--- config.mk ---
export PLATFORM = sky130hd
export DESIGN_NAME = sram_ctrl
export DESIGN_NICKNAME = d
export VERILOG_FILES = /design/src/rtl/sram_ctrl_pkg.sv /design/src/rtl/sram_ctrl.sv
export SDC_FILE = /design/constraint.sdc
export NUM_CORES = 1
export LEC_CHECK = 0
export CAP_MARGIN = 20
export CELL_PAD_IN_SITES_DETAIL_PLACEMENT = 1
export CELL_PAD_IN_SITES_GLOBAL_PLACEMENT = 1
export CORE_MARGIN = 5
export CORE_UTILIZATION = 33
export CTS_CLUSTER_DIAMETER = 80
export DETAILED_ROUTE_END_ITERATION = 16
export PLACE_DENSITY = 0.78
export SLEW_MARGIN = 20
export SYNTH_ARGS = -nofsm -noshare
export SYNTH_HDL_FRONTEND = slang
export SYNTH_SLANG_ARGS = --single-unit
export TNS_END_PERCENT = 10
--- constraint.sdc ---
create_clock -name clk -period 2.4 [get_ports clk]
set_input_delay 0.36 -clock clk [delete_from_list [all_inputs] [get_ports clk]]
set_output_delay 0.36 -clock clk [all_outputs]
set_load 0.01 [all_outputs]
--- src/rtl/sram_ctrl_pkg.sv ---
// Shared definitions for the async-SRAM controller: FSM state encoding and
// the width of the wait-state counter.
package sram_ctrl_pkg;

  localparam int WAIT_CNT_W = 4;

  typedef enum logic [1:0] {
    ST_IDLE   = 2'd0,
    ST_SETUP  = 2'd1,
    ST_ACCESS = 2'd2,
    ST_HOLD   = 2'd3
  } state_t;

endpackage

--- src/rtl/sram_ctrl.sv ---
// Async-SRAM controller: valid/ready request port in, registered active-low
// SRAM strobes out, one-cycle rsp_valid pulse per completed access.
module sram_ctrl
  import sram_ctrl_pkg::*;
#(
  parameter int ADDR_W      = 18,
  parameter int DATA_W      = 16,
  parameter int WAIT_STATES = 0
) (
  input  logic                clk,
  input  logic                rst_n,
  input  logic                req_valid,
  output logic                req_ready,
  input  logic                req_we,
  input  logic [ADDR_W-1:0]   req_addr,
  input  logic [DATA_W-1:0]   req_wdata,
  input  logic [DATA_W/8-1:0] req_be,
  output logic                rsp_valid,
  output logic [DATA_W-1:0]   rsp_rdata,
  output logic                sram_cs_n,
  output logic                sram_oe_n,
  output logic                sram_we_n,
  output logic [DATA_W/8-1:0] sram_be_n,
  output logic [ADDR_W-1:0]   sram_addr,
  output logic [DATA_W-1:0]   sram_dq_o,
  output logic                sram_dq_oe,
  input  logic [DATA_W-1:0]   sram_dq_i
);

  localparam int BE_W = DATA_W / 8;

  if ((DATA_W % 8) != 0 || DATA_W < 8) begin : g_bad_data_w
    $error("sram_ctrl: DATA_W must be a non-zero multiple of 8");
  end
  if (WAIT_STATES < 0 || WAIT_STATES > 15) begin : g_bad_wait
    $error("sram_ctrl: WAIT_STATES must be in 0..15");
  end

  state_t                  state_q, state_d;
  logic [WAIT_CNT_W-1:0]   cnt_q, cnt_d;
  logic                    we_q, we_d;
  logic [BE_W-1:0]         be_q, be_d;
  logic [ADDR_W-1:0]       addr_q, addr_d;
  logic [DATA_W-1:0]       dq_o_q, dq_o_d;
  logic [DATA_W-1:0]       rdata_q, rdata_d;
  logic                    cs_n_q, cs_n_d, oe_n_q, oe_n_d, we_n_q, we_n_d;
  logic [BE_W-1:0]         be_n_q, be_n_d;
  logic                    dq_oe_q, dq_oe_d;
  logic                    rsp_valid_q, rsp_valid_d;
  logic                    accept;
  logic                    op_we;
  logic [BE_W-1:0]         op_be;

  assign req_ready = (state_q == ST_IDLE);
  assign accept    = req_valid && req_ready;

  always_ff @(posedge clk or negedge rst_n) begin
    if (!rst_n) state_q <= ST_IDLE;
    else        state_q <= state_d;
  end

  always_comb begin
    state_d = state_q;
    unique case (state_q)
      ST_IDLE:   if (accept) state_d = ST_SETUP;
      ST_SETUP:  state_d = ST_ACCESS;
      ST_ACCESS: if (cnt_q == '0) state_d = ST_HOLD;
      ST_HOLD:   state_d = ST_IDLE;
      default:   state_d = ST_IDLE;
    endcase
  end

  // Strobes are decoded from the next state so they leave flops aligned with it.
  always_comb begin
    op_we       = accept ? req_we : we_q;
    op_be       = accept ? req_be : be_q;
    cs_n_d      = 1'b1;
    oe_n_d      = 1'b1;
    we_n_d      = 1'b1;
    be_n_d      = '1;
    dq_oe_d     = 1'b0;
    unique case (state_d)
      ST_SETUP: begin
        cs_n_d = 1'b0;
        oe_n_d = op_we;
        be_n_d = op_we ? ~op_be : '0;
      end
      ST_ACCESS: begin
        cs_n_d  = 1'b0;
        oe_n_d  = op_we;
        we_n_d  = !op_we;
        dq_oe_d = op_we;
        be_n_d  = op_we ? ~op_be : '0;
      end
      ST_HOLD: begin
        if (op_we) begin
          cs_n_d  = 1'b0;
          dq_oe_d = 1'b1;
          be_n_d  = ~op_be;
        end
      end
      default: ;
    endcase
    rsp_valid_d = (state_d == ST_HOLD);

    cnt_d = cnt_q;
    if (accept) cnt_d = WAIT_CNT_W'(WAIT_STATES);
    else if (state_q == ST_ACCESS && cnt_q != '0) cnt_d = cnt_q - WAIT_CNT_W'(1);

    we_d    = accept ? req_we    : we_q;
    be_d    = accept ? req_be    : be_q;
    addr_d  = accept ? req_addr  : addr_q;
    dq_o_d  = accept ? req_wdata : dq_o_q;
    rdata_d = (state_q == ST_ACCESS && cnt_q == '0 && !we_q) ? sram_dq_i : rdata_q;
  end

  always_ff @(posedge clk or negedge rst_n) begin
    if (!rst_n) begin
      cnt_q       <= '0;
      we_q        <= 1'b0;
      be_q        <= '0;
      addr_q      <= '0;
      dq_o_q      <= '0;
      rdata_q     <= '0;
      cs_n_q      <= 1'b1;
      oe_n_q      <= 1'b1;
      we_n_q      <= 1'b1;
      be_n_q      <= '1;
      dq_oe_q     <= 1'b0;
      rsp_valid_q <= 1'b0;
    end else begin
      cnt_q       <= cnt_d;
      we_q        <= we_d;
      be_q        <= be_d;
      addr_q      <= addr_d;
      dq_o_q      <= dq_o_d;
      rdata_q     <= rdata_d;
      cs_n_q      <= cs_n_d;
      oe_n_q      <= oe_n_d;
      we_n_q      <= we_n_d;
      be_n_q      <= be_n_d;
      dq_oe_q     <= dq_oe_d;
      rsp_valid_q <= rsp_valid_d;
    end
  end

  assign rsp_valid  = rsp_valid_q;
  assign rsp_rdata  = rdata_q;
  assign sram_cs_n  = cs_n_q;
  assign sram_oe_n  = oe_n_q;
  assign sram_we_n  = we_n_q;
  assign sram_be_n  = be_n_q;
  assign sram_addr  = addr_q;
  assign sram_dq_o  = dq_o_q;
  assign sram_dq_oe = dq_oe_q;

endmodule

==> metrics.md <==
| Metric | Value |
|---|---|
| Residual DRC | 0 |
| Ant diodes | 0 |
| Total Routing Usage GR | 13.48% |
| Crit path cell chain | inv_1 > ha_2 > or3b_4 > nor2_2 > o32a_1 > ha_1 > and4_1 > a311oi_2 > o21bai_1 |
| Reg-to-Reg End | sram_be_n[0]$_DFF_PN1_ |
| Setup slack, reg-to-reg | 0.09 ns |
| Synth Cell Area | 2696 µm² |
| I/O pin cnt | 114 |
| Outcome | complete, no violations |
| Max Slew Vio Count | 0 |
| Synthesized area per cell | 15.32 µm² |
| Worst VDD drop | approximately 0.74 mV |
| CP Max Fanout | 3 |
| Worst skew pair latency | 0.33 ns |
| Setup Fix Bufs, Post-CTS | 0 |
| HP Class | in2async |
| Die area | 10080 µm² |
| Final Skew | 0.006209 ns |
| Clock transition at path regs | about 0.070 ns |
| WL final | between 6 and 7 mm |
| CTS H-tree lvls | 3 |
| Pleak | between 1.5 and 2 nW |
| CP Data Arrival Time | 2.56 ns |
| Fmax achieved | 0.4338 GHz |
| Via count | 1903 |
| Largest net degree at the start of global routing | 45 |
| Worst Setup Start Kind | flop |
| WS Path Type | reg2reg |
| Sw Ratio | 31.04% |
| First-pass GRT wire length | 10.55 mm |
| Fin crit share | between 90 and 100% |
| IO buf count | 113 |
| CP required | 2.65 ns |
| Number of buffers inserted by hold repair at cts | 0 |
| Die Span X | 100.4 µm |
| Footprint of the multi-input gates | 975.9 µm² |
| Yosys warns | 0 |
| Clk buf depth | 2 |
| Top FF cell, synth | dfrtp_1 |
| Iter 0 DRT Violations | 35 |
| TritonCTS Sinks | 66 |
| Max cap viols | 0 |
| Pwr/cell area | 1401 nW/µm² |
| Setup TNS | 0 ns |
| CP delay by family, top | simple AND/OR/NAND/NOR gates |
| Slowest cell on crit path | dfrtp_1 |
| Drt first pass iters | 4 |
| Core area | between 8000 and 9000 µm² |
| Final nets | around 360 |
| Placer Congestion | 0.7448 |
| Worst R2R Path Depth | 9 |
| Share of layout cells above drive strength 1 | 27.87% |
| Post-synth cell types | 33 |
| Initial Util | between 30% and 40% |
| Post-route core utilization | 51.82% |
| Relative slew slack | 61.52% |
| P_int | 4.052 mW |
| Register share of total power | 34.0% |
| Endpoints failing setup | 0 |
| Area delta synth->final | 55.55% |
| Grt ovf | 0 |
| Vias in the first global route | 2090 |
| DP HPWL | 5.069 mm |
| Synth Instances | about 180 |
| EDFF count, synth | 0 |
| Final std cells w/o fill | 410 |
| Switching power | 1.824 mW |
| Layout fillers | approximately 830 |
| Setup crit end kind | flop |
| Logic pwr share | 48.7% |
| Worst-margin pin slew | 0.5773 ns |
| Root buf cell | clkbuf_8 |
| Post-synthesis async set-or-reset flop share | 100.0% |
| Final Hold Fails | 0 |
| Post_cts resized | 0 |
| Flops & latches, synth | 66 |
| FF/Latch Area | approximately 1700 µm² |
| Via density | 4.641 |
| Clk pwr share | ~17% |
| Post-route minimum period | approximately 2.3 ns |
| Cells after DPL | 394 |
| Delay of the slowest cell on the worst path | 0.39 ns |
| Row cnt | 33 |
| Die height | 100.4 µm |
| Wirelength per Cell | 16.34 µm |
| Cts bufs inserted | 9 |
| Seq/Total Area, Yosys | 61.48% |
| Bufs and invs on worst path | 1 |
| Final ANT Viol Nets | 0 |
| CTS tree | built |
| Mapped Nets | 240 |
| Worst r2r src | cnt_q[0]$_DFFE_PN0P_ |
| Initial antenna violation count | 0 |
[layout by cell type (no fill, tap or decap), types with 2 or more instances in the layout]
| master | count |
|---|---|
| clkdlybuf4s50_1 | 112 |
| nand4_1 | 2 |
| bufinv_16 | 2 |
| dfstp_2 | 5 |
| mux2_2 | 43 |
| mux2i_1 | 2 |
| ha_1 | 7 |
| a21oi_1 | 2 |
| o21bai_1 | 2 |
| o21ai_0 | 3 |
| mux2_4 | 10 |
| dfrtp_1 | 61 |
| nand2_1 | 6 |
| inv_1 | 7 |
| clkinv_2 | 2 |
| buf_4 | 5 |
| or3_1 | 2 |
| nor2_1 | 2 |
| clkbuf_8 | 10 |
[power groups by stage]
stage	clock (mW)	sequential [mW]	combinational (mW)
after floorplan	0	2.21	1.22
after global placement	0	1.97	2.78
after detailed placement	0	2.02	2.87
after CTS	1.07	2.00	2.89
after global routing	1.12	2.07	3.08
final	1.02	2.00	2.86
[sequential cells by signal (all words and copies together), names as in the netlist]
register,flops
sram_dq_o,16
rsp_rdata,16
sram_dq_oe,1
sram_we_n,1
sram_addr,18
be_q,2
we_q,1
cnt_q,4
sram_cs_n,1
state_q,2
sram_oe_n,1
rsp_valid,1
sram_be_n,2
[per-layer routing]
metal  vias up  share of wire, %  wire length [µm]  global-route usage, %
met3         6               9.9               666                  6.463
met2        80                49              3250                  21.36
li1        868                 -                 -                      -
met4         0              0.90                60                  3.005
met5         -                 0                 0                      0
met1       949                41              2723                  16.76
[cell families (layout without fill, tap and decap cells)]
group,after synthesis,after routing,synth area share (%)
adder cells (fa/ha/maj),8,8,3.712
buffers and inverters,13,142,2.738
AO/OA/AOI/OAI,13,13,3.388
AND/OR/NAND/NOR,21,21,4.409
multiplexers,55,55,24.27
flip-flops,66,66,61.48
[stage by stage]
stage | setup slack, ns | hold WS, ns | power (mW) | area (µm²)
floorplan | 0.1927 | 0.06441 | 3.430 | 2696
global placement | 0.1333 | 0.3890 | 4.758 | 3964
detailed placement | 0.05725 | 0.3970 | 4.891 | 3964
CTS | 0.04360 | 0.03488 | 5.956 | 4183
global route | -0.03548 | 0.05103 | 6.270 | 4194
finish | 0.09478 | 0.02420 | 5.876 | 4194
[worst max-delay path by stage]
stage	start	endpoint	slack [ns]	cells after the start
floorplan	cnt_q[0]$_DFFE_PN0P_	sram_be_n[0]$_DFF_PN1_	0.19	9
global placement	cnt_q[0]$_DFFE_PN0P_	sram_be_n[0]$_DFF_PN1_	0.13	9
detailed placement	cnt_q[0]$_DFFE_PN0P_	sram_be_n[0]$_DFF_PN1_	0.06	9
CTS	cnt_q[0]$_DFFE_PN0P_	sram_be_n[0]$_DFF_PN1_	0.04	9
global route	cnt_q[0]$_DFFE_PN0P_	sram_be_n[0]$_DFF_PN1_	-0.04	9
finish	cnt_q[0]$_DFFE_PN0P_	sram_be_n[0]$_DFF_PN1_	0.09	9
[area by class of cell]
| type | instances | area share (%) |
|---|---|---|
| Inverter | 7 | 0.6265 |
| Clock inverter | 5 | 1.850 |
| Sequential cell | 66 | 39.53 |
| Clock buffer | 11 | 3.371 |
| Timing Repair Buffer | 119 | 28.22 |
| Multi-Input combinational cell | 97 | 23.27 |
| Tap cell | 105 | 3.132 |
[cell usage after synthesis (2+ instances only)]
cell type / number / area share, %
buf_1: 2 / 0.28
a21oi_1: 2 / 0.37
o21bai_1: 2 / 0.56
ha_1: 8 / 3.7
o21ai_0: 3 / 0.56
mux2_2: 43 / 18
mux2_4: 10 / 5.6
nor2_1: 3 / 0.42
nand2_1: 6 / 0.84
dfstp_2: 5 / 4.9
inv_1: 7 / 0.97
mux2i_1: 2 / 0.74
dfrtp_1: 61 / 57
or3_1: 2 / 0.46
nand4_1: 2 / 0.46
Power figures use the tool's default switching activity.
